### config.mk
export PLATFORM = sky130hd
export DESIGN_NAME = imm_gen_flat
export DESIGN_NICKNAME = d
export VERILOG_FILES = /design/src/rtl/immgen_pkg.sv /design/src/rtl/imm_gen_if.sv /design/src/rtl/imm_decode.sv /design/src/rtl/imm_gen.sv /design/src/flat_wrapper.sv
export SDC_FILE = /design/constraint.sdc
export NUM_CORES = 1
export LEC_CHECK = 0
export BUFFER_PORTS_ARGS = -buffer_cell sky130_fd_sc_hd__buf_2
export CAP_MARGIN = 30
export CORE_ASPECT_RATIO = 1.2
export CORE_MARGIN = 10
export CORE_UTILIZATION = 40
export DETAILED_ROUTE_END_ITERATION = 10
export GPL_TIMING_DRIVEN = 1
export PLACE_DENSITY = 0.72
export SYNTH_ARGS = -nofsm -noshare
export SYNTH_HDL_FRONTEND = slang
export SYNTH_SLANG_ARGS = --single-unit
### constraint.sdc
create_clock -name CLK -period 1.25 [get_ports CLK]
set_clock_uncertainty 0.15 [all_clocks]
set_input_delay 0.25 -clock CLK [delete_from_list [all_inputs] [get_ports CLK]]
set_output_delay 0.25 -clock CLK [all_outputs]
set_load 0.02 [all_outputs]
### src/rtl/immgen_pkg.sv
// Package immgen_pkg
// Purpose : shared constants for the RV32I immediate generator.
//           Format-select encodings driven by the main control and the
//           datapath width.
// Contents: XLEN, INST_W, IMM_I / IMM_LD / IMM_S / IMM_U encodings.
package immgen_pkg;

   localparam int XLEN   = 32;
   localparam int INST_W = 25;   // instruction[31:7]

   localparam logic [1:0] IMM_I  = 2'b00;  // addi / jalr
   localparam logic [1:0] IMM_LD = 2'b01;  // loads, same layout as I
   localparam logic [1:0] IMM_S  = 2'b10;  // stores
   localparam logic [1:0] IMM_U  = 2'b11;  // lui / auipc

endpackage

### src/rtl/imm_gen_if.sv
// Interface imm_gen_if
// Purpose : decode-stage bus between control/fetch logic and the immediate
//           generator.
// Signals : inst   [24:0] instruction[31:7] (inst[k] == instruction[k+7])
//           ImmSel [1:0]  immediate format select
//           immOUT [31:0] sign-extended immediate
// Modports: master - drives inst/ImmSel, receives immOUT
//           slave  - the immediate generator
interface imm_gen_if;
   import immgen_pkg::*;

   logic [INST_W-1:0] inst;
   logic [1:0]        ImmSel;
   logic [XLEN-1:0]   immOUT;

   modport master (output inst, output ImmSel, input immOUT);
   modport slave  (input inst, input ImmSel, output immOUT);

endinterface

### src/rtl/imm_decode.sv
// Module imm_decode
// Purpose : purely combinational RV32I immediate format mux.
// Ports   : inst   in  25  instruction[31:7]
//           ImmSel in  2   format select (IMM_I/IMM_LD/IMM_S/IMM_U)
//           imm    out 32  sign-extended immediate
// Index map: instruction[n] lives at inst[n-7]; the sign bit instruction[31]
// is therefore inst[24] for every format.
module imm_decode
   import immgen_pkg::*;
(
   input  logic [INST_W-1:0] inst,
   input  logic [1:0]        ImmSel,
   output logic [XLEN-1:0]   imm
);

   logic sign_bit;
   assign sign_bit = inst[24];

   always_comb begin
      // I layout is the fallback so an unknown select (R-type, don't-care)
      // still resolves to a defined mux leg.
      imm = {{20{sign_bit}}, inst[24:13]};
      case (ImmSel)
         IMM_I, IMM_LD: imm = {{20{sign_bit}}, inst[24:13]};      // i[31:20]
         IMM_S:         imm = {{20{sign_bit}}, inst[24:18], inst[4:0]}; // i[31:25], i[11:7]
         IMM_U:         imm = {inst[24:5], 12'h000};               // i[31:12]
         default:       imm = {{20{sign_bit}}, inst[24:13]};
      endcase
   end

endmodule

### src/rtl/imm_gen.sv
// Module imm_gen
// Purpose : RV32I immediate generator for the decode stage. Wraps the
//           combinational format mux with an output register (1-cycle
//           latency, updates every cycle, no enable).
// Ports   : CLK  in  1  clock, rising edge
//           RST  in  1  synchronous active-high reset (immOUT -> 0)
//           bus  slave modport of imm_gen_if (inst, ImmSel in; immOUT out)
// Config  : define IMMGEN_COMB_EN for a zero-latency combinational output;
//           CLK/RST then stay on the port list but are ignored and the
//           output has no reset value.
module imm_gen
   import immgen_pkg::*;
(
   input  logic       CLK,
   input  logic       RST,
   imm_gen_if.slave   bus
);

   logic [XLEN-1:0] imm_next;

   imm_decode u_decode (
      .inst   (bus.inst),
      .ImmSel (bus.ImmSel),
      .imm    (imm_next)
   );

`ifdef IMMGEN_COMB_EN
   // Clock and reset are intentionally inert in this build.
   logic unused_clk_rst;
   assign unused_clk_rst = &{1'b0, CLK, RST};

   assign bus.immOUT = imm_next;
`else
   logic [XLEN-1:0] immout_reg;

   // Reset wins over the decode so a mid-stream pulse yields one zero sample.
   always_ff @(posedge CLK) begin
      if (RST) begin
         immout_reg <= '0;
      end else begin
         immout_reg <= imm_next;
      end
   end

   assign bus.immOUT = immout_reg;
`endif

endmodule

### src/flat_wrapper.sv
// flat-port wrapper written by rule: the top's interface ports become plain ports
module imm_gen_flat import immgen_pkg::*;
  (CLK, RST, bus_inst, bus_ImmSel, bus_immOUT);
  imm_gen_if bus_i ();
  input  logic CLK;
  input  logic RST;
  input wire logic [$bits(bus_i.inst)-1:0] bus_inst;
  input wire logic [$bits(bus_i.ImmSel)-1:0] bus_ImmSel;
  output wire logic [$bits(bus_i.immOUT)-1:0] bus_immOUT;
  assign bus_i.inst = bus_inst;
  assign bus_i.ImmSel = bus_ImmSel;
  assign bus_immOUT = bus_i.immOUT;
  imm_gen u_core (.CLK(CLK), .RST(RST), .bus(bus_i));
endmodule
==> flow_results.org, run 1 <==
** Outcome
- Outcome :: finished, final reports clean

** Detailed routing
- DRC Markers :: 0
- Detailed-routing iteration count for the pre-antenna-repair pass :: 4
- The count of nets left with antenna violations once routing finished came out at 0.
- For this block, the via count after detailed routing is 992.
- Vias per inst :: 4.77
- The first routing iteration left 22 violations.
- Average wire per standard cell :: 14.4 microns
- Wire length reported by the detailed router :: 3.00 mm

** Floorplanning
- 61 I/O pins were placed.
- Vertical extent of the die :: 77.9 microns
- Core Box Area :: 0.00260 sq mm
- Die area :: 0.00532 sq mm
- Starting utilization of the core area :: 0.430
- The initialized floorplan defines 20 standard-cell rows.
- Die Wd :: 68.3 microns

** Setup path
- The most critical setup path has its endpoint at bus_immOUT[30].
- Data arrives at the worst endpoint at 0.81 ns.
- Kind of end point of the critical path :: output port
- The slowest stage of the critical path belongs to the cell sky130_fd_sc_hd__dfxtp_1.
- In this run the number of cells on the critical path is 1.
- Worst stage delay on the critical path :: 0.33 ns
- The critical path is of the reg2out type.
- Worst setup startpoint :: u_core.bus.immOUT[30]
- The worst setup path is launched from a flop.
- Cell-by-cell trace of the critical path :: buf_2
- Largest driver fanout on the critical path :: 1
- The cell family contributing the most delay on the critical path is flip-flops.
- Crit path buffers/inverters :: 1
- Required time at the worst-slack endpoint :: 0.85 ns

** Worst hold path
- Depth of the worst hold-timing path :: 2
- The worst hold path belongs to the class in2reg.

** Logic synthesis
- Of the synthesized area, sequential elements account for 0.573.
- Average cell area after synthesis :: 10.6 sq um
- Share of async-settable or async-resettable flops after synthesis :: 0
- Share of Yosys cell area claimed by the top area cell type :: 0.573
- Register bit count reported by yosys :: 32
- In this run, distinct cell masters in the synthesized netlist total 15.
- The most used flip-flop cell after synthesis is sky130_fd_sc_hd__dfxtp_1.
- Synth top cells by count :: sky130_fd_sc_hd__dfxtp_1, sky130_fd_sc_hd__nand3_1, sky130_fd_sc_hd__a21oi_1
- Library cell with the largest summed area after synthesis :: sky130_fd_sc_hd__dfxtp_1
- Area of the mapped netlist :: 0.00112 sq mm
- By area the synthesized netlist is led by sky130_fd_sc_hd__dfxtp_1, sky130_fd_sc_hd__nand3_1, sky130_fd_sc_hd__a21oi_2.
- By instance count, the leading cell after synthesis is sky130_fd_sc_hd__dfxtp_1.
- Counting flops with a built-in enable in the synthesized netlist gives 0.
- Counting every instance in the synthesized netlist gives 106.
- The number of nets in the synthesized netlist is 135.
- The Yosys step of the flow raised 0 warnings.

** Clock tree
- CTS built an H-tree with a depth of 2.
- TritonCTS built the clock tree.
- Clock-pin slew on the worst setup and hold paths :: 0.09 ns
- For this design, the sink count on the clock tree is 32.
- Clock tree synthesis inserted a total of 5 buffers.
- Maximum number of buffers from clock root to sink :: 2
- Post-CTS setup-driven buffer insertion count :: 0
- Clock tree synthesis selected as its root buffer the cell sky130_fd_sc_hd__clkbuf_4.

** Placed design
- Final weighted congestion in routability-driven placement :: 0.746
- The HPWL after detailed placement is 2.38 mm.
- Port buffering added 60 buffers.
- After detailed placement, the design holds a cell count of 194.

** GRT
- Total grt overflow :: 0
- The first global-routing pass estimated 4.77 mm of wire.
- GR Util All Layers :: 0.118
- Initial antenna violation count :: 0
- Entering global routing, the biggest net connects 20 pins.
- The via count of the first global-routing pass came to 1077.

** Final layout
- Post-layout instance count excluding filler cells :: 208
- The register with the most flip-flops in the layout has 32 of them.
- Finished Core Util :: 0.611
- The area growth from synthesis to layout is 42.1%.
- NumNets Final :: 203
- Number of filler instances in the final layout :: 247
- The number of antenna diodes in the final layout is 0.
- Of the cells placed in the final design, the portion with a size suffix greater than 1 is 0.474.

** STA
- Setup violations remaining at the end of the flow were counted as 0.
- Slew headroom :: 0.726
- The number of hold violations in the final report came to 0.
- After layout, the minimum clock period comes to 1.21 ns.
- Worst slew pin tran :: 0.411 ns
- Dividing the final minimum period by the clock period gives 0.969.
- Final Slew Violations :: 0
- Setup repair after global routing left no endpoint under its margin.
- For the final routed database, the setup TNS stands at 0 ns.
- Fmax :: 825 MHz

** Power and ir drop
- Worst IR Drop VDD :: 0.877 mV
- The design draws 2.06 mW.
- For this design the static power due to leakage is 0.740 nW.
- Dividing total power by cell area gives a power density of 1300 mW/mm^2.

** Run
- Max-cap violations in this run came to 0.
per-stage QoR:
stage / setup slack, ns / area [sq um] / hold WS, ns
3_5_place_dp: 0.0452 / 1450 / 0.320
2_1_floorplan: 0.156 / 1120 / 0.222
6_report: 0.0384 / 1590 / 0.00495
5_1_grt: 0.000440 / 1590 / 0.00398
3_3_place_gp: 0.106 / 1450 / 0.327
4_1_cts: 0.00992 / 1570 / 0.00176
layer usage:
metal | part of all wire | GRT usage | up-vias
li1 | - | - | 494
met1 | 0.35 | 0.106 | 438
met2 | 0.45 | 0.179 | 54
met3 | 0.19 | 0.116 | 6
met4 | 0.012 | 0.0423 | 0
met5 | 0 | 0 | -
worst min-delay path by stage:
stage | startpoint | to | slack [ns]
after floorplan | bus_inst[23] | u_core.bus.immOUT[10] | 0.22
after global placement | bus_inst[22] | u_core.bus.immOUT[9] | 0.33
after detailed placement | bus_inst[23] | u_core.bus.immOUT[10] | 0.32
after CTS | bus_inst[22] | u_core.bus.immOUT[9] | 0.002
after global routing | bus_inst[22] | u_core.bus.immOUT[9] | 0.004
final | bus_inst[22] | u_core.bus.immOUT[9] | 0.005
timing repair:
item / in CTS / in global routing
hold buffers: 6 / 0
setup endpoints to repair: 0 / 9
gates resized for setup: 0 / 10
hold endpoints to repair: 6 / 0
cell families after synthesis:
group / count (synthesis) / share of synthesized area
AND/OR/NAND/NOR: 37 / 0.191
AO/OA/AOI/OAI: 26 / 0.161
buffers and inverters: 11 / 0.0749
flip-flops: 32 / 0.573
power by group:
part           internal [mW]  switching (mW)
sequential              1.08          0.0150
combinational          0.161           0.212
clock                  0.277           0.316
total                   1.52           0.544
placed cells by master (no fill, tap or decap), types with 2 or more instances in the layout:
cell / Yosys / routed
sky130_fd_sc_hd__buf_2: 6 / 51
sky130_fd_sc_hd__nand2b_1: 5 / 5
sky130_fd_sc_hd__nand3b_1: 5 / 5
sky130_fd_sc_hd__dfxtp_1: 32 / 31
sky130_fd_sc_hd__buf_12: 1 / 2
sky130_fd_sc_hd__and2_1: 7 / 7
sky130_fd_sc_hd__clkbuf_4: 0 / 5
sky130_fd_sc_hd__dlygate4sd3_1: 0 / 6
sky130_fd_sc_hd__a21oi_1: 15 / 15
sky130_fd_sc_hd__a21oi_2: 9 / 9
sky130_fd_sc_hd__buf_4: 1 / 13
sky130_fd_sc_hd__clkbuf_1: 1 / 2
sky130_fd_sc_hd__nand3_1: 19 / 19
final cells by class:
class	count	area [sq um]	share of cell area
flip-flops and latches	32	642	0.404
repair buffers	72	453	0.285
well taps	33	41.3	0.0260
clock buffers	8	58.8	0.0370
multi-input cells	63	394	0.248
No activity file was read; power rests on OpenSTA's default activity.
==> inputs of run 2 (changes only) <==
--- a/config.mk
+++ b/config.mk
@@ -7,12 +7,14 @@
 export LEC_CHECK = 0
 export BUFFER_PORTS_ARGS = -buffer_cell sky130_fd_sc_hd__buf_2
 export CAP_MARGIN = 30
+export CELL_PAD_IN_SITES_DETAIL_PLACEMENT = 1
+export CELL_PAD_IN_SITES_GLOBAL_PLACEMENT = 2
 export CORE_ASPECT_RATIO = 1.2
 export CORE_MARGIN = 10
-export CORE_UTILIZATION = 40
+export CORE_UTILIZATION = 24
 export DETAILED_ROUTE_END_ITERATION = 10
 export GPL_TIMING_DRIVEN = 1
-export PLACE_DENSITY = 0.72
+export PLACE_DENSITY = 0.75
 export SYNTH_ARGS = -nofsm -noshare
 export SYNTH_HDL_FRONTEND = slang
 export SYNTH_SLANG_ARGS = --single-unit
==> run 2 against run 1 <==
Routed wire length increased by 13%. Cell area shrank 2.4%. Clock power grew 21%. Setup slack gained 0.047 ns. Sequential power about the same. Hold slack improved by 0.042 ns. Total power is 5.2% higher. First-iteration DRC count increased by 91%. Combinational power down 5.6%. Clock-buffer cell count fell by 2. Sequential cell count is the same. Critical endpoint is now bus_immOUT[15]. Largest cell class unchanged.
==> flow_results.org, run 2 (synthesis results as in run 1) <==
** Detailed routing
- The average routed wire per standard cell came to 15.0 microns (+3.9%).
- The routed via count is 974 (-1.8%).
- DRC Markers :: 0 (unchanged)
- The number of iterations in the first detailed-routing pass is 2 (-2).
- The starting DRC count in detailed routing is 42 (+91%).
- Wire length reported by the detailed router :: 3.40 mm (+13%)
- The count of nets left with antenna violations after detail routing was 0 (unchanged).
- The average via count per standard cell came to 4.29 (-10%).

** Setup path
- Worst setup path class :: reg2out
- Worst setup startpoint :: u_core.bus.immOUT[15]
- Crit path buffers/inverters :: 1 (unchanged)
- The path length in cells of the critical path is 1 (unchanged).
- In this run the worst setup path terminates at bus_immOUT[15].
- The kind of cell with the highest combined delay along the critical path is flip-flops.
- The worst endpoint required time was 0.85 ns (about the same).
- The maximum cell stage delay along the critical path was 0.32 ns (about the same).
- The highest fanout seen on the critical path came to 1 (unchanged).
- Arrival time at the worst endpoint :: 0.76 ns (-0.05 ns)
- STA classifies the critical path startpoint as a flop.
- The slowest stage of the critical path is the sky130_fd_sc_hd__dfxtp_1 cell.
- Cell-by-cell trace of the critical path :: buf_2
- Kind of end point of the critical path :: output port

** STA
- Slew headroom :: 0.729 (+0.00344)
- Worst slew pin tran :: 0.406 ns (-0.00516 ns)
- Fmax :: 859 MHz (+4.0%)
- Final critical delay including setup and external delays :: 1.16 ns (-0.0469 ns)
- Total negative setup slack :: 0 ns (unchanged)
- Worst slack on hold paths :: 0.0465 ns (+0.0416 ns)
- Setup repair after global routing left no endpoint under its margin.
- Final Slew Violations :: 0 (unchanged)
- Total setup violations reported at the end of the flow :: 0 (unchanged)
- Count of final hold-check violations :: 0 (unchanged)
- The final period utilization came to 0.932 (-0.0375).

** Power and ir drop
- Lkg Pwr :: 0.721 nW (-2.6%)
- Cell Pwr Density :: 1400 mW/mm^2 (+7.8%)
- Worst IR Drop VDD :: 0.345 mV (-61%)
- The total chip power is 2.17 mW (+5.2%).

** Placed design
- The placed cell area was 0.00147 sq mm (+1.8%).
- Final weighted congestion in routability-driven placement :: 0.718 (-3.7%)
- The count of buffers inserted at the top-level ports is 60 (unchanged).
- DP Wirelength :: 2.79 mm (+17%)

** Final layout
- Area growth syn-to-layout :: 38.6%
- The area of combinational cells with multiple inputs was 394 sq um (unchanged).
- NumNets Final :: 198 (-2.5%)
- Most common library cell in the layout ignoring fill and taps :: sky130_fd_sc_hd__buf_2
- The sequential cell area was 641 sq um (-0.20%).
- Ratio of cells with drive above 1 in the final layout :: 0.491 (+0.0168)
- Flip-flop count of the largest register after layout :: 32 (unchanged)
- Number of antenna diodes :: 0 (unchanged)
- The final core utilization came to 0.340 (-0.271).
- Final cell area excluding filler cells :: 0.00155 sq mm (-2.4%)
- The number of filler instances in the final layout came to 557 (+130%).
- Highest-count cells in the layout ignoring fill and taps :: sky130_fd_sc_hd__buf_2, sky130_fd_sc_hd__dfxtp_1, sky130_fd_sc_hd__nand3_1

** Clock tree
- TritonCTS built the clock tree.
- The count of buffers added by post-CTS timing repair for setup was 0 (unchanged).
- Total of cells resized after clock tree synthesis :: 0 (unchanged)
- Maximum number of buffers from clock root to sink :: 2 (unchanged)
- Clock tree root buffer cell :: sky130_fd_sc_hd__clkbuf_8
- The number of H-tree levels is 2 (unchanged).
- Number of hold buffers added after CTS :: 0 (-6)
- Clock-pin slew on the worst setup and hold paths :: 0.06 ns (-0.03 ns)
- Cts bufs inserted :: 5 (unchanged)
- CTS sink cnt :: 32 (unchanged)

** GRT
- GR Util All Layers :: 0.0867 (-0.0317)
- Total grt overflow :: 0 (unchanged)
- Global-route wire length before repair :: 5.07 mm (+6.4%)
- Initial antenna violation count :: 0 (unchanged)
- Via count of the first global-routing pass :: 1039 (-3.5%)
- The pin count of the biggest net entering global routing came to 20 (unchanged).

** Floorplanning
- Starting utilization of the core area :: 0.245 (-0.185)
- Core Box Area :: 0.00456 sq mm (+75%)
- The total die area came to 0.00780 sq mm (+47%).
- The site row count came to 27 (+35%).
- The count of boundary I/O pins is 61 (unchanged).
- Die Wd :: 82.3 microns (+21%)
- The floorplan die height was 94.8 microns (+22%).

** Worst hold path
- Hold Crit Class :: in2reg

** Run
- Max-cap violations :: 0 (unchanged)

** Outcome
- Outcome :: finished, final reports clean
[run 2: changes by cell type in the layout (fill, tap and decap cells not counted), sizes merged]
cell,before,now
clkbuf,8,6
buf,66,67
clkinv,0,1
dlygate4sd3,6,0
[run 2: worst min-delay path by stage]
stage               cells past startpoint                    end         start  slack [ns]
floorplan                               1  u_core.bus.immOUT[10]  bus_inst[23]        0.22
global placement                        2   u_core.bus.immOUT[9]  bus_inst[22]        0.33
detailed placement                      2   u_core.bus.immOUT[7]  bus_inst[20]        0.33
CTS                                     2   u_core.bus.immOUT[7]  bus_inst[20]        0.04
global route                            2   u_core.bus.immOUT[5]  bus_inst[18]        0.05
finish                                  2   u_core.bus.immOUT[7]  bus_inst[20]        0.05
[run 2: final cells by class]
cell class | instances | area share
Multi-Input combinational cell | 63 | 0.254
Clock buffer | 6 | 0.0468
Sequential cell | 32 | 0.413
Clock inverter | 1 | 0.00323
Timing Repair Buffer | 67 | 0.236
Tap cell | 58 | 0.0468
[run 2: power by group]
group	internal [mW]	switching [mW]	leakage (nW)
registers	1.08	0.0144	0.266
clock network	0.377	0.344	0.0410
logic	0.138	0.214	0.414
total	1.60	0.572	0.721
[run 2: metrics by stage]
stage | cells | worst slack [ns]
2_1_floorplan | 106 | 0.156
3_3_place_gp | 220 | 0.0999
3_5_place_dp | 220 | 0.0397
4_1_cts | 227 | 0.0550
5_1_grt | 227 | 0.0406
6_report | 227 | 0.0853
[run 2: per-layer routing]
metal | vias up | wire length, microns | share of wire | track usage
met2 | 45 | 1620 | 0.48 | 0.143
met1 | 436 | 1230 | 0.36 | 0.0817
met5 | - | 0 | 0 | 0
met3 | 10 | 459 | 0.13 | 0.0485
li1 | 483 | - | - | -
met4 | 0 | 97 | 0.029 | 0.0526
